<file path="src/rtl/exe_stage.sv">
// Execute stage: operand-2 generation, ALU, NZCV status register and EX/MEM boundary register.
// Branch target and taken flag are combinational toward IF and the flush logic.
module exe_stage #(
    parameter int unsigned WORD_WIDTH            = 32,
    parameter int unsigned REG_FILE_DEPTH        = 4,
    parameter int unsigned SIGNED_IMM_WIDTH      = 24,
    parameter int unsigned SHIFTER_OPERAND_WIDTH = 12
) (
    input  logic                             clk,
    input  logic                             rst,
    input  logic                             freeze,
    input  logic                             MEM_R_EN_in,
    input  logic                             MEM_W_EN_in,
    input  logic                             WB_EN_in,
    input  logic                             Imm_in,
    input  logic                             B_in,
    input  logic                             S_in,
    input  logic [3:0]                       EX_CMD_in,
    input  logic [3:0]                       Status_Register_in,
    input  logic [REG_FILE_DEPTH-1:0]        Dest_in,
    input  logic [SIGNED_IMM_WIDTH-1:0]      signed_immediate_in,
    input  logic [SHIFTER_OPERAND_WIDTH-1:0] shifter_operand_in,
    input  logic [WORD_WIDTH-1:0]            PC_in,
    input  logic [WORD_WIDTH-1:0]            Val_Rn_in,
    input  logic [WORD_WIDTH-1:0]            Val_Rm_in,
    output logic                             Branch_taken,
    output logic [WORD_WIDTH-1:0]            Branch_Address,
    output logic [3:0]                       status_out,
    output logic [WORD_WIDTH-1:0]            ALU_result_out,
    output logic [WORD_WIDTH-1:0]            Val_Rm_out,
    output logic [REG_FILE_DEPTH-1:0]        Dest_out,
    output logic                             MEM_R_EN_out,
    output logic                             MEM_W_EN_out,
    output logic                             WB_EN_out
);

    localparam int unsigned SHAMT_W = $clog2(WORD_WIDTH);
    localparam int unsigned SUM_W   = WORD_WIDTH + 1;
    localparam int unsigned BR_PAD  = WORD_WIDTH - SIGNED_IMM_WIDTH - 2;

    localparam logic [3:0] CMD_MOV = 4'b0001;
    localparam logic [3:0] CMD_MVN = 4'b1001;
    localparam logic [3:0] CMD_ADD = 4'b0010;
    localparam logic [3:0] CMD_ADC = 4'b0011;
    localparam logic [3:0] CMD_SUB = 4'b0100;
    localparam logic [3:0] CMD_SBC = 4'b0101;
    localparam logic [3:0] CMD_AND = 4'b0110;
    localparam logic [3:0] CMD_ORR = 4'b0111;
    localparam logic [3:0] CMD_EOR = 4'b1000;

    function automatic logic [WORD_WIDTH-1:0] ror(input logic [WORD_WIDTH-1:0] x,
                                                 input logic [SHAMT_W-1:0]    amt);
        logic [2*WORD_WIDTH-1:0] d;
        d = {x, x} >> amt;
        return d[WORD_WIDTH-1:0];
    endfunction

    logic                  cin;
    logic                  unused_status;
    logic [WORD_WIDTH-1:0] val2;
    logic [WORD_WIDTH-1:0] alu_res;
    logic [SUM_W-1:0]      sum;
    logic                  flag_n, flag_z, flag_c, flag_v;
    logic                  flags_known;
    logic [SHAMT_W-1:0]    shift_amt;
    logic [SHAMT_W-1:0]    rot_amt;

    assign cin           = Status_Register_in[1];
    assign unused_status = ^{Status_Register_in[3:2], Status_Register_in[0]};
    assign shift_amt     = SHAMT_W'(shifter_operand_in[11:7]);
    assign rot_amt       = SHAMT_W'({shifter_operand_in[11:8], 1'b0});

    // Operand-2: rotated imm8, raw 12-bit memory offset, or shifted Rm
    always_comb begin
        val2 = '0;
        if (Imm_in) begin
            val2 = ror(WORD_WIDTH'(shifter_operand_in[7:0]), rot_amt);
        end else if (MEM_R_EN_in || MEM_W_EN_in) begin
            val2 = WORD_WIDTH'(shifter_operand_in[11:0]);
        end else begin
            case (shifter_operand_in[6:5])
                2'b00:   val2 = Val_Rm_in << shift_amt;
                2'b01:   val2 = Val_Rm_in >> shift_amt;
                2'b10:   val2 = $signed(Val_Rm_in) >>> shift_amt;
                default: val2 = ror(Val_Rm_in, shift_amt);
            endcase
        end
    end

    // ALU; subtraction is Rn + ~Val2 + carry so C comes out as NOT borrow
    always_comb begin
        sum         = '0;
        alu_res     = '0;
        flag_c      = 1'b0;
        flag_v      = 1'b0;
        flags_known = 1'b1;
        case (EX_CMD_in)
            CMD_MOV: alu_res = val2;
            CMD_MVN: alu_res = ~val2;
            CMD_ADD, CMD_ADC: begin
                sum     = {1'b0, Val_Rn_in} + {1'b0, val2}
                        + SUM_W'((EX_CMD_in == CMD_ADC) ? cin : 1'b0);
                alu_res = sum[WORD_WIDTH-1:0];
                flag_c  = sum[WORD_WIDTH];
                flag_v  = (Val_Rn_in[WORD_WIDTH-1] == val2[WORD_WIDTH-1])
                       && (alu_res[WORD_WIDTH-1] != Val_Rn_in[WORD_WIDTH-1]);
            end
            CMD_SUB, CMD_SBC: begin
                sum     = {1'b0, Val_Rn_in} + {1'b0, ~val2}
                        + SUM_W'((EX_CMD_in == CMD_SBC) ? cin : 1'b1);
                alu_res = sum[WORD_WIDTH-1:0];
                flag_c  = sum[WORD_WIDTH];
                flag_v  = (Val_Rn_in[WORD_WIDTH-1] != val2[WORD_WIDTH-1])
                       && (alu_res[WORD_WIDTH-1] != Val_Rn_in[WORD_WIDTH-1]);
            end
            CMD_AND: alu_res = Val_Rn_in & val2;
            CMD_ORR: alu_res = Val_Rn_in | val2;
            CMD_EOR: alu_res = Val_Rn_in ^ val2;
            default: flags_known = 1'b0;
        endcase
        flag_n = flags_known & alu_res[WORD_WIDTH-1];
        flag_z = flags_known & (alu_res == '0);
    end

    assign Branch_taken   = B_in;
    assign Branch_Address = PC_in
                          + {{BR_PAD{signed_immediate_in[SIGNED_IMM_WIDTH-1]}}, signed_immediate_in, 2'b00};

    // EX/MEM boundary and NZCV register, both held while MEM stalls
    always_ff @(posedge clk or negedge rst) begin
        if (!rst) begin
            status_out     <= '0;
            ALU_result_out <= '0;
            Val_Rm_out     <= '0;
            Dest_out       <= '0;
            MEM_R_EN_out   <= 1'b0;
            MEM_W_EN_out   <= 1'b0;
            WB_EN_out      <= 1'b0;
        end else if (!freeze) begin
            if (S_in) begin
                status_out <= {flag_n, flag_z, flag_c, flag_v};
            end
            ALU_result_out <= alu_res;
            Val_Rm_out     <= Val_Rm_in;
            Dest_out       <= Dest_in;
            MEM_R_EN_out   <= MEM_R_EN_in;
            MEM_W_EN_out   <= MEM_W_EN_in;
            WB_EN_out      <= WB_EN_in;
        end
    end

endmodule

</file>
<file path="config.mk">
export PLATFORM = sky130hd
export DESIGN_NAME = exe_stage
export DESIGN_NICKNAME = d
export VERILOG_FILES = /design/src/rtl/exe_stage.sv
export SDC_FILE = /design/constraint.sdc
export NUM_CORES = 1
export LEC_CHECK = 0
export BUFFER_PORTS_ARGS = -buffer_cell sky130_fd_sc_hd__buf_4
export CAP_MARGIN = 20
export CORE_AREA = 2 2 168 170
export CTS_CLUSTER_SIZE = 12
export DETAILED_ROUTE_END_ITERATION = 16
export DIE_AREA = 0 0 170 172
export PLACE_DENSITY = 0.8
export SLEW_MARGIN = 30
export SYNTH_ARGS = -nofsm -noshare
export SYNTH_HDL_FRONTEND = slang
export SYNTH_SLANG_ARGS = --single-unit
export TNS_END_PERCENT = 50
</file>
<file path="constraint.sdc">
create_clock -name clk -period 4.2 [get_ports clk]
set_clock_uncertainty 0.15 [all_clocks]
set_input_delay 0.21 -clock clk [delete_from_list [all_inputs] [get_ports clk]]
set_output_delay 0.21 -clock clk [all_outputs]
set_load 0.005 [all_outputs]
</file>
==> run_results.csv, run 1 <==
group,metric,value,unit
logic_synthesis,ys_top_cells_by_count,"nor2_1, nand2_1, a21oi_1",
clock_network,htreeDepth,3,
clock_network,clock-root-buffer,"clkbuf_16",
logic_synthesis,yosys.area.top_type,"dfrtp_1",
clock_network,cts_buffers,9,
placed_design,place_ws,-1660,ps
logic_synthesis,synthesis.area,16200,µm²
clock_network,numClockSinks,75,
floorplanning,io_pins,261,
floorplanning,initial_core_util,58.8,%
logic_synthesis,yosys_warnings,0,
grt,grt_overflow,359,
logic_synthesis,async_flop_share,100,%
grt,grt_max_degree,76,
logic_synthesis,synth-seq-cells,75,
logic_synthesis,yosysSeqAreaShare,11.6,%
clock_network,clockBufferDepth,2,
logic_synthesis,synthCells,2064,
logic_synthesis,yosysMostFrequentCell,"nor2_1",
grt,grt_usage,82.7,%
floorplanning,die_height,172,µm
placed_design,place_area,23000,µm²
grt,grt_pass1_vias,29233,
placed_design,hpwl,62.9,mm
logic_synthesis,syn_avg_cell_area,7.82,µm²
logic_synthesis,ys_types,103,
logic_synthesis,synthesis.nets,2349,
logic_synthesis,synth-edff-count,0,
placed_design,place_inst,3148,
floorplanning,dieWidth,170,µm
logic_synthesis,yosys-top-cells-area,"dfrtp_1, ha_1, mux4_2",
logic_synthesis,postSynth.topFlopCell,"dfrtp_1",
floorplanning,rows,61,
grt,grt_pass1_wl,187,mm
logic_synthesis,synth_top_area_share,11.6,%
run_status,toolErrorMsg,"[ERROR GRT-0116] Global routing finished with congestion. Check the congestion regions in the DRC Viewer.",
placed_design,finalWeightedCongestion,1.40,
run_status,stop_stage,"global routing (5_1_grt)",
run_status,outcome,"stopped before the end",
placed_design,portBuffers,251,
## kinds of logic after synthesis
family	Yosys count	synth area share, %
XOR/XNOR	46	2.49
flip-flops	75	11.6
buffers and inverters	278	7.78
AND/OR/NAND/NOR	647	19.2
AO/OA/AOI/OAI	653	28.1
multiplexers	233	20.3
adder cells (fa/ha/maj)	132	10.5
## stage by stage
stage                     hold slack (ps)  utilization (%)
after detailed placement              270             83.6
after global placement                270             83.6
after CTS                            24.4             90.4
after floorplan                      -236                -
## layer usage
| metal | GRT usage [%] | overflow |
|---|---|---|
| met1 | 80.4 | 10 |
| met4 | 86.4 | 148 |
| met5 | 45.6 | 3 |
| met2 | 97.5 | 188 |
| met3 | 69.7 | 10 |
## repair_timing
action,CTS
setup endpoints to repair,31
gates cloned,4
pin swaps,60
buffers inserted,43
hold buffers,8
endpoints found under the hold margin,82
resized for setup,214
==> run 2, diff against run 1 <==
Settings changed: CORE_AREA 2 2 168 170 to 2 2 204 206, CTS_CLUSTER_SIZE 12 to not set, DIE_AREA 0 0 170 172 to 0 0 206 208, PLACE_DENSITY 0.8 to not set, PLACE_DENSITY_LB_ADDON set to 0.15.
==> run 2 against run 1 <==
  * The flow now finishes, with violations (setup timing)
  * Area after synthesis did not move
  * Synthesized cell count did not move
==> run_results.csv, run 2 <==
group,metric,value,unit
layout,layout.nets,3275,
logic_synthesis,yosysSeqAreaShare,11.6,%
clock_network,clock-root-buffer,"clkbuf_16",
logic_synthesis,synth_top_family_by_area,"compound AO/OA/AOI/OAI gates",
floorplanning,rows,74,
setup_path,crit_path_frequent_cell,"buf_4",
logic_synthesis,async_flop_share,100,%
job,drv_cap,0,
logic_synthesis,synth-seq-cells,75,
grt,grt_usage,42.3,%
setup_path,path_max_fanout,11,
route,num_vias,22066,
logic_synthesis,synthesis.nets,2349,
route,wirelength,93.5,mm
timing,period_needed,5360,ps
timing,tightestPinTransition,1120,ps
clock_network,numClockSinks,75,
logic_synthesis,yosys-top-cells-area,"dfrtp_1, ha_1, mux4_2",
layout,final_common_cell,"buf_4",
logic_synthesis,yosys.area_share.simple,19.2,%
timing,max_slew_margin,25.4,%
setup_path,slowest_stage,"mux4_2",
logic_synthesis,synthesis.area,16200,µm²
run_status,violations,"setup timing",
route,first_pass_iters,5,
floorplanning,dieWidth,206,µm
layout,final_cell_mix,"buf_4, nor2_1, nand2_1, a21oi_1, ha_1",
logic_synthesis,synthCells,2064,
layout,seq_area,1880,µm²
layout,n_antenna_cell,0,
placed_design,finalWeightedCongestion,1.14,
grt,grt_overflow,0,
logic_synthesis,ys_types,103,
setup_path,critPathCaptureType,"flip-flop",
clock_network,htreeDepth,3,
power,vdd_drop_max,0.229,mV
placed_design,portBuffers,251,
clock_network,cts_tree,"done",
setup_path,path_buf_inv,8,
power,finalPower,6.02,mW
grt,grt_max_degree,51,
logic_synthesis,synth-edff-count,0,
logic_synthesis,synthAdderAreaFrac,10.5,%
route,ant_nets,0,
grt,grt_antenna_before_repair,0,
logic_synthesis,ys_top_cells_by_count,"nor2_1, nand2_1, a21oi_1",
floorplanning,die_height,208,µm
run_status,outcome,"complete, but fails checks",
floorplanning,coreArea,40600,µm²
floorplanning,initial_core_util,39.8,%
timing,finalSetupViolations,26,
setup_path,critPathMaxStageDelay,530,ps
clock_network,clk_pin_slew_worst_paths,90,ps
grt,grt_pass1_vias,21993,
timing,final.setup.worst_slack,-1160,ps
grt,grt_pass1_wl,136,mm
setup_path,crit_arrival,5560,ps
timing,post-route-period-util,128,%
layout,final_cell_area,26700,µm²
placed_design,place_area,24000,µm²
placed_design,hpwl,73.2,mm
layout,layout-drive-gt1-share,50.9,%
layout,multi_input_area,14800,µm²
floorplanning,dieArea,42800,µm²
layout,fillerInstances,3434,
route,remaining_drc_errors,0,
setup_path,crit_path_start_kind,"input pin",
layout,syn2layout_area_growth,65.5,%
clock_network,cts_buffers,9,
power,powerDensity,225,nW/µm²
floorplanning,io_pins,261,
timing,maxSlewViolCount,0,
layout,reg.largest.list,"ALU_result_out x32, Val_Rm_out x32",
logic_synthesis,synth-compound-area-share,28.1,%
clock_network,clockBufferDepth,2,
clock_network,clkLatencyLatePin,400,ps
setup_path,cp_top_family,"compound AO/OA/AOI/OAI gates",
logic_synthesis,yosysMostFrequentCell,"nor2_1",
logic_synthesis,synth_top_area_share,11.6,%
timing,hold_viol_final,0,
logic_synthesis,synth_xor_area_share,2.49,%
min_path,hold_class,"in2reg",
route,routedWlPerCell,26.5,µm
power,leakagePower,12.3,nW
timing,rsz0062_at_grt,"true",
setup_path,required,4400,ps
logic_synthesis,yosys_warnings,0,
route,vias_per_cell,6.26,
logic_synthesis,yosys.area.top_type,"dfrtp_1",
timing,fmax,187,MHz
logic_synthesis,syn_avg_cell_area,7.82,µm²
route,dr.first_iter.drc_count,2188,
logic_synthesis,synth_mux_area_share,20.3,%
logic_synthesis,postSynth.topFlopCell,"dfrtp_1",
setup_path,crit_type,"in2reg",
timing,holdWs,32.6,ps
==> run 2: cell counts after synthesis <==
Identical to the previous run, type by type.
==> run 2: metrics by stage <==
stage	instances	TNS (ps)	utilization [%]	setup WS [ps]
2_1_floorplan	2064	-9140	-	-869
3_3_place_gp	3427	-37180	59.2	-2140
3_5_place_dp	3427	-39740	59.2	-2280
4_1_cts	3502	-12500	63.6	-1100
5_1_grt	3527	-15940	65.9	-1200
6_report	3527	-13980	65.9	-1160
==> run 2: area by class of cell <==
| class | count | area share (%) |
|---|---|---|
| Sequential cell | 75 | 7.02 |
| Tap cell | 532 | 2.49 |
| Multi-Input combinational cell | 1711 | 55.3 |
| Timing Repair Buffer | 1073 | 32.3 |
| Clock buffer | 9 | 0.843 |
| Clock inverter | 7 | 0.346 |
| Inverter | 120 | 1.70 |
==> run 2: what timing repair did <==
action                                 CTS  global route
resized for setup                      211           145
setup buffers                           46            25
cloned                                   4             1
endpoints found under the hold margin   52             0
setup endpoints to repair               32            30
hold buffers                            11             0
pin swaps                               56            76
==> run 2: worst min-delay path: cells and delay by family <==
kind | cells | cell delay, ps
buf+inv | 2 | 210
mux | 1 | 130
==> run 2: metal layers <==
| metal | track usage [%] | up-vias | part of all wire [%] |
|---|---|---|---|
| met3 | 9.48 | 473 | 9.6 |
| met5 | 0 | - | 0 |
| met1 | 49.1 | 10476 | 36 |
| li1 | - | 9652 | - |
| met2 | 67.4 | 1465 | 45 |
| met4 | 32.2 | 0 | 9.5 |
==> run 2: power breakdown <==
| part | leakage (nW) | switching, mW | internal (mW) |
|---|---|---|---|
| Sequential | 0.895 | 0.0561 | 0.820 |
| Combinational | 11.2 | 2.11 | 2.08 |
| Clock | 0.158 | 0.472 | 0.482 |
==> run 2: cell families (layout without fill, tap and decap cells) <==
group | count (synthesis) | in the layout
compound gates | 653 | 653
xor+xnor | 46 | 46
fa+ha+maj | 132 | 132
buf+inv | 278 | 1209
flops | 75 | 75
mux | 233 | 233
simple gates | 647 | 647
==> run 2: path summary, 6_finish.rpt <==
kind | to | slack, ps | from | depth (start not counted)
worst min-delay path | Val_Rm_out[15]$_DFFE_PN0N_ | 30 | Val_Rm_in[15] | 3
min in group asynchronous | Val_Rm_out[11]$_DFFE_PN0N_ | 250 | rst | 2
worst max register to register | ALU_result_out[8]$_DFFE_PN0N_ | 3260 | ALU_result_out[8]$_DFFE_PN0N_ | 1
worst min register to register | ALU_result_out[26]$_DFFE_PN0N_ | 340 | ALU_result_out[26]$_DFFE_PN0N_ | 1
worst max-delay path | status_out[2]$_DFFE_PN0P_ | -1160 | shifter_operand_in[7] | 26
max in group asynchronous | status_out[1]$_DFFE_PN0P_ | 2650 | rst | 3
(Power assumes the default switching activity.)
==> run 3, diff against run 2 <==
Settings changed: CORE_AREA 2 2 204 206 to 2 2 195 216, CTS_BUF_LIST set to sky130_fd_sc_hd__clkbuf_4, DIE_AREA 0 0 206 208 to 0 0 197 218, PLACE_DENSITY_LB_ADDON 0.15 to not set.
==> run 3 against run 2 <==
  * The run still ends with setup timing left
  * Via count decreased by 0.88%
  * Wire length grew 1.5%
  * Critical path depth up 1
  * Cell count fell by 0.23%
  * Final area shrank 1.7%
  * Die area increased by 0.23%
  * Critical endpoint unchanged
==> run_results.csv, run 3 (synthesis results as in run 2) <==
group,metric,value,unit
grt,grt_antenna_before_repair,3,
job,drv_cap,0,
power,internal-power,3.03,mW
layout,final_cell_count_no_fill,3519,
clock_network,clk_pin_slew_worst_paths,170,ps
timing,hold_viol_final,0,
floorplanning,dieWidth,197,µm
clock_network,cts_tree,"done",
route,vias_per_cell,6.22,
power,leakagePower,12.0,nW
setup_path,path_buf_inv,7,
timing,maxSlewViolCount,0,
layout,final_common_cell,"buf_4",
route,first_pass_iters,6,
setup_path,required,4640,ps
setup_path,path_max_fanout,7,
setup_path,critPathMaxStageDelay,590,ps
floorplanning,dieArea,42900,µm²
timing,finalSetupViolations,22,
floorplanning,io_pins,261,
layout,final_cell_area,26300,µm²
layout,final_cell_mix,"buf_4, nor2_1, nand2_1, a21oi_1, ha_1",
grt,grt_overflow,0,
route,routedWlPerCell,27.0,µm
setup_path,crit_path_start_kind,"input pin",
grt,grt_max_degree,51,
timing,max_slew_margin,39.3,%
power,finalPower,5.60,mW
clock_network,cts_buffers,9,
timing,post-route-period-util,121,%
setup_path,critPathCaptureType,"flip-flop",
layout,layout.nets,3276,
clock_network,htreeDepth,3,
timing,final.setup.worst_slack,-890,ps
floorplanning,rows,78,
route,wirelength,94.9,mm
clock_network,numClockSinks,75,
route,dr.first_iter.drc_count,2115,
grt,grt_pass1_vias,22171,
power,clkPwrFrac,10.8,%
timing,tightestPinTransition,899,ps
min_path,hold_class,"in2reg",
setup_path,slowest_stage,"mux4_2",
route,num_vias,21871,
grt,grt_pass1_wl,138,mm
clock_network,clkLatencyLatePin,620,ps
clock_network,clock-root-buffer,"clkbuf_4",
power,swShare,45.9,%
placed_design,portBuffers,251,
route,remaining_drc_errors,0,
run_status,outcome,"complete, but fails checks",
power,vdd_drop_max,0.148,mV
setup_path,crit_type,"in2reg",
placed_design,hpwl,73.9,mm
floorplanning,die_height,218,µm
timing,period_needed,5090,ps
clock_network,clockBufferDepth,2,
setup_path,crit_path_frequent_cell,"buf_4",
timing,fmax,196,MHz
layout,reg.largest.list,"ALU_result_out x32, Val_Rm_out x32",
placed_design,finalWeightedCongestion,1.10,
setup_path,crit_arrival,5530,ps
placed_design,place_area,23800,µm²
placed_design,place_inst,3406,
floorplanning,coreArea,40800,µm²
power,power_frac_seq,15.7,%
power,switchingPower,2.57,mW
layout,layout-drive-gt1-share,48.9,%
setup_path,cp_top_family,"simple AND/OR/NAND/NOR gates",
power,powerDensity,213,nW/µm²
route,ant_nets,0,
floorplanning,initial_core_util,39.6,%
timing,rsz0062_at_grt,"true",
run_status,violations,"setup timing",
grt,grt_usage,43.4,%
power,p_comb_share,73.4,%
layout,syn2layout_area_growth,62.7,%
run 3: cell count changes in the layout (fill, tap and decap cells not counted), moves of 8 or more:
| cell | delta |
|---|---|
| a21oi_2 | -9 |
| clkbuf_16 | -10 |
| buf_12 | -8 |
| clkbuf_4 | +9 |
| dlygate4sd3_1 | +31 |
| a21oi_1 | +10 |
| buf_6 | -20 |
| mux2i_1 | -9 |
run 3: final cells by class:
| class | instances | area, µm² |
|---|---|---|
| clock buffers | 9 | 67.6 |
| diodes | 3 | 7.51 |
| fillers | 3490 | 14500 |
| inverters | 120 | 457 |
| flip-flops and latches | 75 | 1880 |
| well taps | 520 | 651 |
| multi-input cells | 1711 | 14600 |
| repair buffers | 1074 | 8550 |
| clock inverters | 7 | 83.8 |
run 3: per-layer routing:
| layer | track usage [%] | part of all wire (%) |
|---|---|---|
| met1 | 48.0 | 36 |
| met4 | 34.6 | 9.7 |
| met2 | 72.7 | 47 |
| met5 | 0 | 0.013 |
| met3 | 8.46 | 8.1 |
run 3: repair_timing:
item	CTS	global route
hold buffers	43	0
buffers inserted	47	5
pin swaps	78	32
hold endpoints to repair	83	0
gates resized for setup	221	76
cloned	3	0
setup endpoints to repair	29	29
run 3: power by group through the flow:
stage	clock [mW]	sequential (mW)	combinational (mW)
detailed placement	0	0.891	3.56
global placement	0	0.885	3.52
finish	0.607	0.881	4.11
global route	0.630	0.890	4.31
CTS	0.602	0.878	3.89
floorplan	0	0.890	1.67
run 3: stage by stage:
stage | util [%] | hold slack [ps] | setup slack, ps | TNS, ps
2_1_floorplan | - | -236 | -869 | -9140
3_3_place_gp | 58.4 | 131 | -1860 | -37280
3_5_place_dp | 58.4 | 147 | -2050 | -40000
4_1_cts | 63.4 | 17.5 | -789 | -6680
5_1_grt | 64.4 | 72.8 | -1000 | -11200
6_report | 64.4 | 49.7 | -890 | -9040
run 3: path summary, 6_finish.rpt:
kind | from | end | slack [ps] | depth (start not counted)
setup / recovery | shifter_operand_in[7] | status_out[2]$_DFFE_PN0P_ | -890 | 27
hold / removal | S_in | status_out[0]$_DFFE_PN0P_ | 50 | 4
setup reg to reg | Val_Rm_out[10]$_DFFE_PN0N_ | Val_Rm_out[10]$_DFFE_PN0N_ | 3180 | 1
hold reg to reg | ALU_result_out[26]$_DFFE_PN0N_ | ALU_result_out[26]$_DFFE_PN0N_ | 370 | 1
max in group asynchronous | rst | Dest_out[0]$_DFFE_PN0N_ | 2740 | 4
min in group asynchronous | rst | ALU_result_out[9]$_DFFE_PN0N_ | 380 | 3
